## src/rtl/interp_pkg.sv

```systemverilog
// Shared types and select tables for the interpolation sequencer.
// ROUND state exists only when INTERP_ROUND_EN is defined.
// The tables are indexed by subcarrier, 0..N_SC-1.
package interp_pkg;

    localparam int N_SC  = 12;
    localparam int IDX_W = 4;
    localparam int SEL_W = 3;

    typedef logic [SEL_W-1:0] sel_t;

    typedef enum logic [2:0] {
        S_IDLE,
        S_LOAD,
`ifdef INTERP_ROUND_EN
        S_ROUND,
`endif
        S_FIN,
        S_DONE
    } state_t;

    // Operand-B mux codes; B_ZERO is the mux's idle default.
    localparam sel_t B_E3   = 3'b000;
    localparam sel_t B_2E3  = 3'b001;
    localparam sel_t B_REGE = 3'b010;
    localparam sel_t B_E4   = 3'b011;
    localparam sel_t B_4E1  = 3'b100;
    localparam sel_t B_ONE  = 3'b110;
    localparam sel_t B_ZERO = 3'b111;

    // Operand-A mux codes.
    localparam sel_t A_E1   = 3'b000;
    localparam sel_t A_E3   = 3'b001;
    localparam sel_t A_E4   = 3'b010;
    localparam sel_t A_REG  = 3'b011;
    localparam sel_t A_ZERO = 3'b111;

    localparam sel_t SEL_A_LUT [N_SC] = '{
        A_E1, A_E1, A_E1, A_E3, A_E3, A_E3,
        A_E3, A_E3, A_E4, A_E4, A_E4, A_E4
    };

    localparam sel_t SEL_B_LUT [N_SC] = '{
        B_4E1, B_E3,  B_2E3, B_E3, B_E4, B_2E3,
        B_E4,  B_E3,  B_E4,  B_2E3, B_E4, B_4E1
    };

    // Final add: even subcarriers fold in reg_E again, odd ones pass through.
    localparam sel_t FIN_B_LUT [N_SC] = '{
        B_REGE, B_ZERO, B_REGE, B_ZERO, B_REGE, B_ZERO,
        B_REGE, B_ZERO, B_REGE, B_ZERO, B_REGE, B_ZERO
    };

endpackage

```

## src/rtl/interp_sel_rom.sv

```systemverilog
// Per-subcarrier select lookup for the LOAD and FIN steps.
// Latency: combinational. Backpressure: none (pure decode).
// Out-of-range indices return the zero/idle codes.
module interp_sel_rom
    import interp_pkg::*;
(
    input  logic [IDX_W-1:0] idx,
    output logic [SEL_W-1:0] load_a,
    output logic [SEL_W-1:0] load_b,
    output logic [SEL_W-1:0] fin_b
);

    always_comb begin
        load_a = A_ZERO;
        load_b = B_ZERO;
        fin_b  = B_ZERO;
        if (idx < IDX_W'(N_SC)) begin
            load_a = SEL_A_LUT[idx];
            load_b = SEL_B_LUT[idx];
            fin_b  = FIN_B_LUT[idx];
        end
    end

endmodule

```

## src/rtl/interp_seq_ctrl.sv

```systemverilog
// Walks 12 subcarriers driving adder operand selects and reg_E load; INTERP_ROUND_EN adds a ROUND step.
// Latency: start -> first LOAD 1 cycle; 3 (ROUND) or 2 cycles per subcarrier without stall.
// Backpressure: FIN holds all outputs while out_ready is low; out_ready reaches outputs only via registers.
module interp_seq_ctrl
    import interp_pkg::*;
(
    input  logic             clk,
    input  logic             rst_n,
    input  logic             start,
    input  logic             flush,
    input  logic             out_ready,
    output logic [SEL_W-1:0] sel_a,
    output logic [SEL_W-1:0] sel_b,
    output logic             reg_en,
    output logic             out_valid,
    output logic [IDX_W-1:0] sc_idx,
    output logic             busy,
    output logic             done
);

    state_t           state;
    logic [SEL_W-1:0] rom_a;
    logic [SEL_W-1:0] rom_b;
    logic [SEL_W-1:0] rom_fin_b;

    interp_sel_rom u_rom (
        .idx    (sc_idx),
        .load_a (rom_a),
        .load_b (rom_b),
        .fin_b  (rom_fin_b)
    );

    always_ff @(posedge clk or negedge rst_n) begin
        if (!rst_n) begin
            state     <= S_IDLE;
            sc_idx    <= '0;
            busy      <= 1'b0;
            reg_en    <= 1'b0;
            out_valid <= 1'b0;
            done      <= 1'b0;
        end else begin
            done <= 1'b0;
            if (flush) begin
                state     <= S_IDLE;
                sc_idx    <= '0;
                busy      <= 1'b0;
                reg_en    <= 1'b0;
                out_valid <= 1'b0;
            end else begin
                case (state)
                    S_IDLE: begin
                        if (start) begin
                            state  <= S_LOAD;
                            sc_idx <= '0;
                            busy   <= 1'b1;
                            reg_en <= 1'b1;
                        end
                    end
                    S_LOAD: begin
`ifdef INTERP_ROUND_EN
                        state     <= S_ROUND;
`else
                        state     <= S_FIN;
                        reg_en    <= 1'b0;
                        out_valid <= 1'b1;
`endif
                    end
`ifdef INTERP_ROUND_EN
                    S_ROUND: begin
                        state     <= S_FIN;
                        reg_en    <= 1'b0;
                        out_valid <= 1'b1;
                    end
`endif
                    S_FIN: begin
                        if (out_ready) begin
                            out_valid <= 1'b0;
                            if (sc_idx == IDX_W'(N_SC - 1)) begin
                                state <= S_DONE;
                                busy  <= 1'b0;
                                done  <= 1'b1;
                            end else begin
                                state  <= S_LOAD;
                                sc_idx <= sc_idx + 1'b1;
                                reg_en <= 1'b1;
                            end
                        end
                    end
                    S_DONE: begin
                        state  <= S_IDLE;
                        sc_idx <= '0;
                    end
                    default: begin
                        state     <= S_IDLE;
                        sc_idx    <= '0;
                        busy      <= 1'b0;
                        reg_en    <= 1'b0;
                        out_valid <= 1'b0;
                    end
                endcase
            end
        end
    end

    // Selects are a pure decode of state and sc_idx, so reset clears them immediately.
    always_comb begin
        sel_a = A_ZERO;
        sel_b = B_ZERO;
        case (state)
            S_LOAD: begin
                sel_a = rom_a;
                sel_b = rom_b;
            end
`ifdef INTERP_ROUND_EN
            S_ROUND: begin
                sel_a = A_REG;
                sel_b = B_ONE;
            end
`endif
            S_FIN: begin
                sel_a = A_REG;
                sel_b = rom_fin_b;
            end
            default: begin
                sel_a = A_ZERO;
                sel_b = B_ZERO;
            end
        endcase
    end

endmodule

```

## config.mk

```make
export PLATFORM = sky130hd
export DESIGN_NAME = interp_seq_ctrl
export DESIGN_NICKNAME = d
export VERILOG_FILES = /design/src/rtl/interp_pkg.sv /design/src/rtl/interp_sel_rom.sv /design/src/rtl/interp_seq_ctrl.sv
export SDC_FILE = /design/constraint.sdc
export NUM_CORES = 1
export LEC_CHECK = 0
export CAP_MARGIN = 20
export CORE_UTILIZATION = 29
export CTS_CLUSTER_SIZE = 40
export DETAILED_ROUTE_END_ITERATION = 8
export GPL_ROUTABILITY_DRIVEN = 0
export SYNTH_ARGS = -nofsm -noshare
export SYNTH_HDL_FRONTEND = slang
export SYNTH_SLANG_ARGS = --single-unit
```

## constraint.sdc

```tcl
create_clock -name clk -period 2.45 [get_ports clk]
set_input_delay 0.49 -clock clk [delete_from_list [all_inputs] [get_ports clk]]
set_output_delay 0.49 -clock clk [all_outputs]
set_load 0.005 [all_outputs]
```

======== After elaboration in Yosys (flattened, before gate mapping) ========
Memories as Yosys holds them, arrays and structs flattened.
Index checks and enable logic that the tools add are counted.
storage, ports and cells
  register bits after elaboration ......... 11
  bits in latches ......................... 0
  input bits .............................. 5
  memories ................................ 3
  bits in read-only memories .............. 144
  logic and storage cells ................. 70
  RAM bits ................................ 0
memory list
  name             words  bits a word  rd ports  clocked after memory_dff  write ports  line                  text
  (no name shown)  16     3            1         0                         0            interp_sel_rom.sv:19  load_b = SEL_B_LUT[idx];
  (no name shown)  16     3            1         0                         0            interp_sel_rom.sv:20  fin_b = FIN_B_LUT[idx];
  (no name shown)  16     3            1         0                         0            interp_sel_rom.sv:18  load_a = SEL_A_LUT[idx];
operators by class
  equality and inequality tests ........... 12
  reductions and logical operators ........ 8
  shifts and indexed selects .............. 0
  multipliers ............................. 0
  multiplexer cells ....................... 37
  $add $sub $neg .......................... 1
  div/mod/pow operators ................... 0
  bitwise logic cells ..................... 1
  magnitude comparators ................... 2
operators with widths
  cell                                            number
  2-to-1 mux 3 bit                                12
  2-to-1 mux 4 bit                                4
  2-to-1 mux 1 bit                                13
  != test 3 bit (second input constant)           4
  one-hot mux 3 bit (2 select lines)              2
  one-hot mux 4 bit (3 select lines)              1
  AND reduction 4 bit                             3
  one-hot mux 1 bit (3 select lines)              3
  one-hot mux 3 bit (3 select lines)              1
  == test 3 x 2 -> 1 bit (second input constant)  2
  >= comparator 5 bit (second input constant)     1
  NOT 4 -> 5 bit                                  1
  adder 4 x 1 -> 4 bit (second input constant)    1
  == test 4 bit (second input constant)           1
  < comparator 4 bit (second input constant)      1
  != test 2 x 1 -> 1 bit (second input constant)  2
  != test 2 bit (second input constant)           2
  AND reduction 2 bit                             2
  OR reduction 2 bit                              2
  == test 3 x 1 -> 1 bit (second input constant)  1
  zero test 3 bit                                 1
  2-to-1 mux 2 bit                                1

======== Depth between registers and ports, before layout ========
Gate-level depths: netlist of run 1.
  word-level depth ........................ 6
  depth in mapped cells ................... 6
  mapped depth without buffers ............ 5

======== Hierarchy ========
A second synthesis of run 1 with hierarchy kept.
unflattened totals
  cell total of the unflattened synthesis .. 100
  area, all modules ....................... 854.6 um2
by module, submodules not included
  module           area an instance (um2)  times used  seq. area each (um2)  cells an instance
  interp_seq_ctrl  749.5                   1           250.2                 82
  interp_sel_rom   105.1                   1           0.0                   18

======== Worst setup path after synthesis of run 1 ========
OpenSTA, ideal clock, no wires.
  kind .................................... reg-to-output
  start ................................... register sc_idx[1]
  end ..................................... output port sel_a[0]
  slack ................................... 0.647 ns
  stages on the path, launching flop included .. 6
  arrival time ............................ 1.313 ns
  buffers on the path ..................... 0
  cells stage by stage .................... dfrtp_1 > ha_1 > inv_1 > ha_1 > mux2_2 > o21ai_0
on the way
  longest elaborated chain between the ends .. 6
RTL lines
  what                                                  line                    text
  start: declaration                                    interp_seq_ctrl.sv:16   output logic [IDX_W-1:0] sc_idx,
  start signal: assignment                              interp_seq_ctrl.sv:84   sc_idx <= sc_idx + 1'b1;
  NOT 4 -> 5 bit (not written as such)                  interp_sel_rom.sv:18
  memory read (16 x 3 bit)                              -
  2-to-1 mux 3 bit (not written as such) (2 in series)  interp_sel_rom.sv:18
  2-to-1 mux 3 bit (*)                                  interp_sel_rom.sv:17    if (idx < IDX_W'(N_SC)) begin
  one-hot mux 3 bit (2 select lines) (*)                interp_seq_ctrl.sv:109  case (state)
  end: declaration                                      interp_seq_ctrl.sv:12   output logic [SEL_W-1:0] sel_a,
Every way passes the cells marked *; elsewhere a longest branch is shown, timed or not. The select of a mux whose other input is x is not followed.

======== Worst setup path after layout of run 1 ========
  start ................................... register sc_idx[1]
  end ..................................... output port sel_b[1]
on the way
  longest elaborated chain between the ends .. 6
RTL lines
  what                                               line                                        text
  NOT 4 -> 5 bit (not written as such)               interp_sel_rom.sv:19, interp_sel_rom.sv:20
  memory read (16 x 3 bit) (on tied branches)        -
  2-to-1 mux 3 bit (on tied branches) (2 in series)  interp_sel_rom.sv:20, interp_sel_rom.sv:19
  2-to-1 mux 3 bit                                   interp_sel_rom.sv:17
  one-hot mux 3 bit (2 select lines) (*)             interp_seq_ctrl.sv:109
  end: declaration                                   interp_seq_ctrl.sv:13                       output logic [SEL_W-1:0] sel_b,
Marked as above.

==> flow_summary.toml, run 1 <==
[synthesis]
synthCells = 92
ys_async_sr_fraction = 1.000
avgSynthCellArea_sq_um = 8.867
synth_cell_type_count = 34
synthTopCellsByArea = "dfrtp_1 (31%), ha_1 (14%), inv_1 (4.1%)"
ys_ff_latch = 10
syn_nets = 106
synth_top_family_by_area = "simple AND/OR/NAND/NOR gates"
yosysSeqAreaShare = 0.3067
yosysTopAreaCellShare = 0.3067
synth_compound_area_frac = 0.2086
synthAdderAreaFrac = 0.1380
synth_warnings = 0
yosys.area_share.simple = 0.2454
yosysTopAreaCell = "dfrtp_1"
synth_area_sq_um = 815.8
synth_mux_area_frac = 0.02607
synth_xor_xnor_area_share = 0
synth_edf_count = 0
synthFlopType = "dfrtp_1"

[route]
avgViaCountPerCell = 5.336
drt_iter0_markers = 10
routed-via-count = 779
wl_per_cell_um = 13.77
drtPass1Iterations = 4
totalWireLength_um = 2011
drc = 0
detail-route-antenna-nets = 0

[floorplan]
die_w_um = 55.04
start_util = 0.3177
num_io_pins = 19
die_y_um = 55.04
core_sq_um = 2567
num_rows = 18
dieArea_sq_um = 3029

[final_layout]
nNetsFinal = 132
layout.cells.non_filler = 146
diodes = 0
syn_to_final_growth_pct = 39.26
drive_above_1_share = 0.2241
stdcell_area_sq_um = 1136
n_fill_cell = 283

[worst_hold_path]
hold_class = "reg -> reg"
holdPathStages = 1
hp-start = "reg_en"
holdPathEnd = "reg_en"

[global_routing]
gr-total-overflow = 0
grt_max_degree = 16
antenna_found_initial = 0
grt_util_all_layers = 0.1499
grt_pass1_wl_um = 3229
grt_pass1_vias = 736

[worst_setup_path]
cp_slowest_cell = "clkdlybuf4s50_1"
slowest_delay_ns = 0.44
critPathTopFamily = "buffers and inverters"
crit_required_ns = 1.96
cp.arrival_ns = 1.87
end_kind = "primary output"
startpoint_type = "flip-flop"
r2r_slack_ns = 0.45
r2r_cells = 6
r2r-end = "sc_idx[0]"
crit_type = "reg -> out"
path_cells = "buf_6, inv_1, ha_1, o21a_1, a21oi_1, o21ai_1, clkdlybuf4s50_1"
worstPathMaxFanout = 8
r2r_start = "state[0]"
cp_num_buf_inv = 3

[timing]
final_max_slew_viol_count = 0
period_minus_slack_ns = 2.357
fin_crit_sh = 0.9619
finalSetupViolCount = 0
final-hold-violation-count = 0
fmax_ghz = 0.4243
maxSlewHeadroom = 0.6002
tightest_slew_ns = 0.5914
rsz0062_at_grt = "no"
fin_skew_ns = 0.006917

[clock_network]
clk_pin_slew_ns = 0.06
cts_buffer_depth = 2
cts.sinks = 10
worstSkewPairLatency_ns = 0.27
cts-root-buf = "clkbuf_4"
cts-htree-levels = 1
cts_tree = "built"
cts_inserted_buffers = 3

[placement]
io_buffer_count = 18
place_area_sq_um = 1051
placed_cells = 142
hpwl_um = 1467

[power]
ir_drop_mv = 0.4727
p_leak_nw = 0.4636
total_power_mw = 0.9455
powerDensity_nw_per_um2 = 832.2

[run]
max_cap_violations = 0

[run_status]
run_status = "complete, no violations"
[layer usage]
layer | track usage | up-vias | wire, um
met3 | 0.02732 | 3 | 116
met1 | 0.1910 | 367 | 947
met5 | 0 | - | 0
met2 | 0.2590 | 29 | 924
met4 | 0.03750 | 0 | 23
li1 | - | 380 | -
[sequential cells by signal (all words and copies together), names as in the netlist]
name	cells
out_valid	1
done	1
reg_en	1
sc_idx	4
busy	1
state	2
[cells in the mapped netlist (all sizes together) (2+ instances only)]
cell type / n
dfrtp: 10
ha: 9
inv: 9
nor2: 7
nand2: 5
o21ai: 5
a21oi: 4
nand3: 4
nor2b: 4
a32o: 3
buf: 3
nand2b: 3
nand3b: 3
nor3: 3
o21a: 3
a2111oi: 2
o211ai: 2
[stage by stage]
step           worst slack (ns)  setup TNS [ns]  hold slack (ns)  utilization
2_1_floorplan            0.6470               0           0.1944            -
3_3_place_gp             0.2895               0           0.4822       0.4094
3_5_place_dp             0.2683               0           0.4882       0.4094
4_1_cts              -0.0005260      -0.0005260           0.5076       0.4289
5_1_grt                 0.01165               0           0.5264       0.4425
6_report                0.09339               0           0.4970       0.4425
[power breakdown]
part	switching [mW]	total, mW	internal (mW)	leakage, nW
combinational	0.267	0.608	0.341	0.317
sequential	0.0293	0.227	0.197	0.133
clock	0.0540	0.111	0.0567	0.0138
[how the worst max path moves through the flow]
stage / from / to / slack [ns] / cells past startpoint
detailed placement: sc_idx[1] / sel_a[0] / 0.27 / 6
global placement: state[0] / sel_b[1] / 0.29 / 6
global route: sc_idx[1] / sel_b[1] / 0.01 / 7
floorplan: sc_idx[1] / sel_a[0] / 0.65 / 5
finish: sc_idx[1] / sel_b[1] / 0.09 / 7
CTS: sc_idx[0] / sel_b[1] / -0.0005 / 7
[timing repair]
item | 4_1_cts | 5_1_grt
endpoints found under the setup margin | 2 | 5
hold buffers | 0 | 0
pin swaps | 0 | 0
gates resized for setup | 5 | 11
buffers inserted | 0 | 1
[layout by cell type (no fill, tap or decap), drive strengths merged, types with 4 or more instances in the layout]
cell	count
a21oi	4
buf	7
clkdlybuf4s50	17
dfrtp	10
ha	9
inv	9
nand2	5
nand3	4
nor2	7
nor2b	4
o21ai	5
[logic make-up after synthesis]
logic type,Yosys count
compound gates,23
fa+ha+maj,9
buf+inv,13
flops,10
mux,2
simple gates,35
[area by class of cell]
cell class,count,area [sq um],share of cell area
clock buffer,3,22.52,0.01982
inverter,9,33.78,0.02974
multi-input combinational,69,546.8,0.4813
sequential,10,252.7,0.2225
tap,30,37.54,0.03304
timing repair buffer,25,242.7,0.2137
No activity file was read; power rests on OpenSTA's default activity.
==> run 2: changes to the inputs <==
Settings changed: ABC_CLOCK_PERIOD_IN_PS from default to 2450, MAX_ROUTING_LAYER from default to met4.
==> run 2 against run 1 <==
Against the previous run:
- combinational power barely moved
- sequential power hardly changed
- maximum frequency barely moved
- count of clock-buffer cells in the layout is the same
- setup slack gained 0.00097 ns
- final area did not move
- sequential cell count unchanged
- critical path depth unchanged
- register-to-register slack about the same
- sequential share of layout area did not move
- clock skew barely moved
- largest power group unchanged
==> flow_summary.toml, run 2 (synthesized netlist as in run 1, its figures left out) <==
[timing]
tightest_slew_ns = 0.5915
rsz0062_at_grt = "no"
final_max_slew_viol_count = 0
maxSlewHeadroom = 0.6001
period_minus_slack_ns = 2.356
fin_skew_ns = 0.006591
finalSetupViolCount = 0
whs_ns = 0.4970
fmax_ghz = 0.4245
fin_crit_sh = 0.9615
final-hold-violation-count = 0
setup_tns_ns = 0

[global_routing]
grt_use_met3 = 0.02459
gr-total-overflow = 0
antenna_found_initial = 0
grt.met2_usage = 0.2590
grt_max_degree = 16
busiest_layer = "met2"
met1_usage = 0.1927
grt_util_all_layers = 0.1542
grt_pass1_vias = 736
grt_pass1_wl_um = 3229

[clock_network]
cts.sinks = 10
worstSkewPairLatency_ns = 0.27
cts_inserted_buffers = 3
cts_tree = "built"
cts-root-buf = "clkbuf_4"
clk_pin_slew_ns = 0.06
cts-htree-levels = 1
cts_buffer_depth = 2
holdBufCountCts = 0

[final_layout]
largest_reg_flops = 4
stdcell_area_sq_um = 1136
drive_above_1_share = 0.2241
top_regs = "sc_idx: 4 flops, state: 2 flops"
diodes = 0
largest-register = "sc_idx"
syn_to_final_growth_pct = 39.26
n_fill_cell = 283
layout.cells.non_filler = 146
nNetsFinal = 132
layout_common_cells = "clkdlybuf4s50_1 (17), dfrtp_1 (8), inv_1 (7), nor2_1 (6)"
layout_commonest_cell = "clkdlybuf4s50_1"

[floorplan]
die_y_um = 55.04
start_util = 0.3177
die_w_um = 55.04
num_rows = 18
core_sq_um = 2567
num_io_pins = 19
dieArea_sq_um = 3029

[route]
detail-route-antenna-nets = 0
avgViaCountPerCell = 5.356
totalWireLength_um = 2013
drc = 0
routed-via-count = 782
drt_iter0_markers = 10
wl_per_cell_um = 13.79
drtPass1Iterations = 4

[worst_setup_path]
r2r-end = "sc_idx[0]"
startpoint_type = "flip-flop"
r2r_start = "state[0]"
r2r_slack_ns = 0.45
crit_type = "reg -> out"
cp.arrival_ns = 1.87
r2r_cells = 6
worstPathMaxFanout = 8
end_kind = "primary output"
crit_required_ns = 1.96

[worst_hold_path]
hp-start = "reg_en"
hold_class = "reg -> reg"
holdPathStages = 1
holdPathEnd = "reg_en"

[power]
p_leak_nw = 0.4636
powerDensity_nw_per_um2 = 832.0
ir_drop_mv = 0.4719
total_power_mw = 0.9452

[placement]
place_area_sq_um = 1051
hpwl_um = 1467
placed_cells = 142
io_buffer_count = 18

[run]
max_cap_violations = 0

[run_status]
run_status = "complete, no violations"
-- run 2: cell counts in the layout (fill, tap and decap cells not counted) --
No cell type changed its count.
-- run 2: final cells by class --
class / count / area (sq um) / area share
clock buffer: 3 / 22.52 / 0.01982
inverter: 9 / 33.78 / 0.02974
multi-input combinational: 69 / 546.8 / 0.4813
sequential: 10 / 252.7 / 0.2225
tap: 30 / 37.54 / 0.03304
timing repair buffer: 25 / 242.7 / 0.2137
-- run 2: routing by layer --
metal	up-vias	wire, um
met5	-	0
met2	31	932
met1	368	948
met4	0	23
li1	380	-
met3	3	110
-- run 2: worst max-delay path, stage by stage (launching register included) --
cell and delay (ns):
dfrtp_1 0.40, buf_6 0.15, inv_1 0.04, ha_1 0.19
o21a_1 0.17, a21oi_1 0.13, o21ai_1 0.08, clkdlybuf4s50_1 0.44
-- run 2: metrics by stage --
| stage | util | setup WS [ns] |
|---|---|---|
| after global placement | 0.4094 | 0.2895 |
| after detailed placement | 0.4094 | 0.2683 |
| final | 0.4425 | 0.09435 |
| after floorplan | - | 0.6470 |
| after global routing | 0.4425 | 0.01165 |
| after CTS | 0.4289 | -0.0005260 |
-- run 2: report_power, final --
part	total [mW]	internal, mW	switching [mW]
combinational	0.608	0.341	0.267
clock	0.110	0.0566	0.0536
sequential	0.227	0.197	0.0293
-- run 2: worst max path at each step --
stage                     slack (ns)       end  cells past startpoint      start
after global placement          0.29  sel_b[1]                      6   state[0]
after floorplan                 0.65  sel_a[0]                      5  sc_idx[1]
after detailed placement        0.27  sel_a[0]                      6  sc_idx[1]
after CTS                    -0.0005  sel_b[1]                      7  sc_idx[0]
final                           0.09  sel_b[1]                      7  sc_idx[1]
after global routing            0.01  sel_b[1]                      7  sc_idx[1]
-- run 2: what timing repair did --
action | CTS | global route
setup buffers | 0 | 1
gates resized for setup | 5 | 11
setup endpoints to repair | 2 | 5
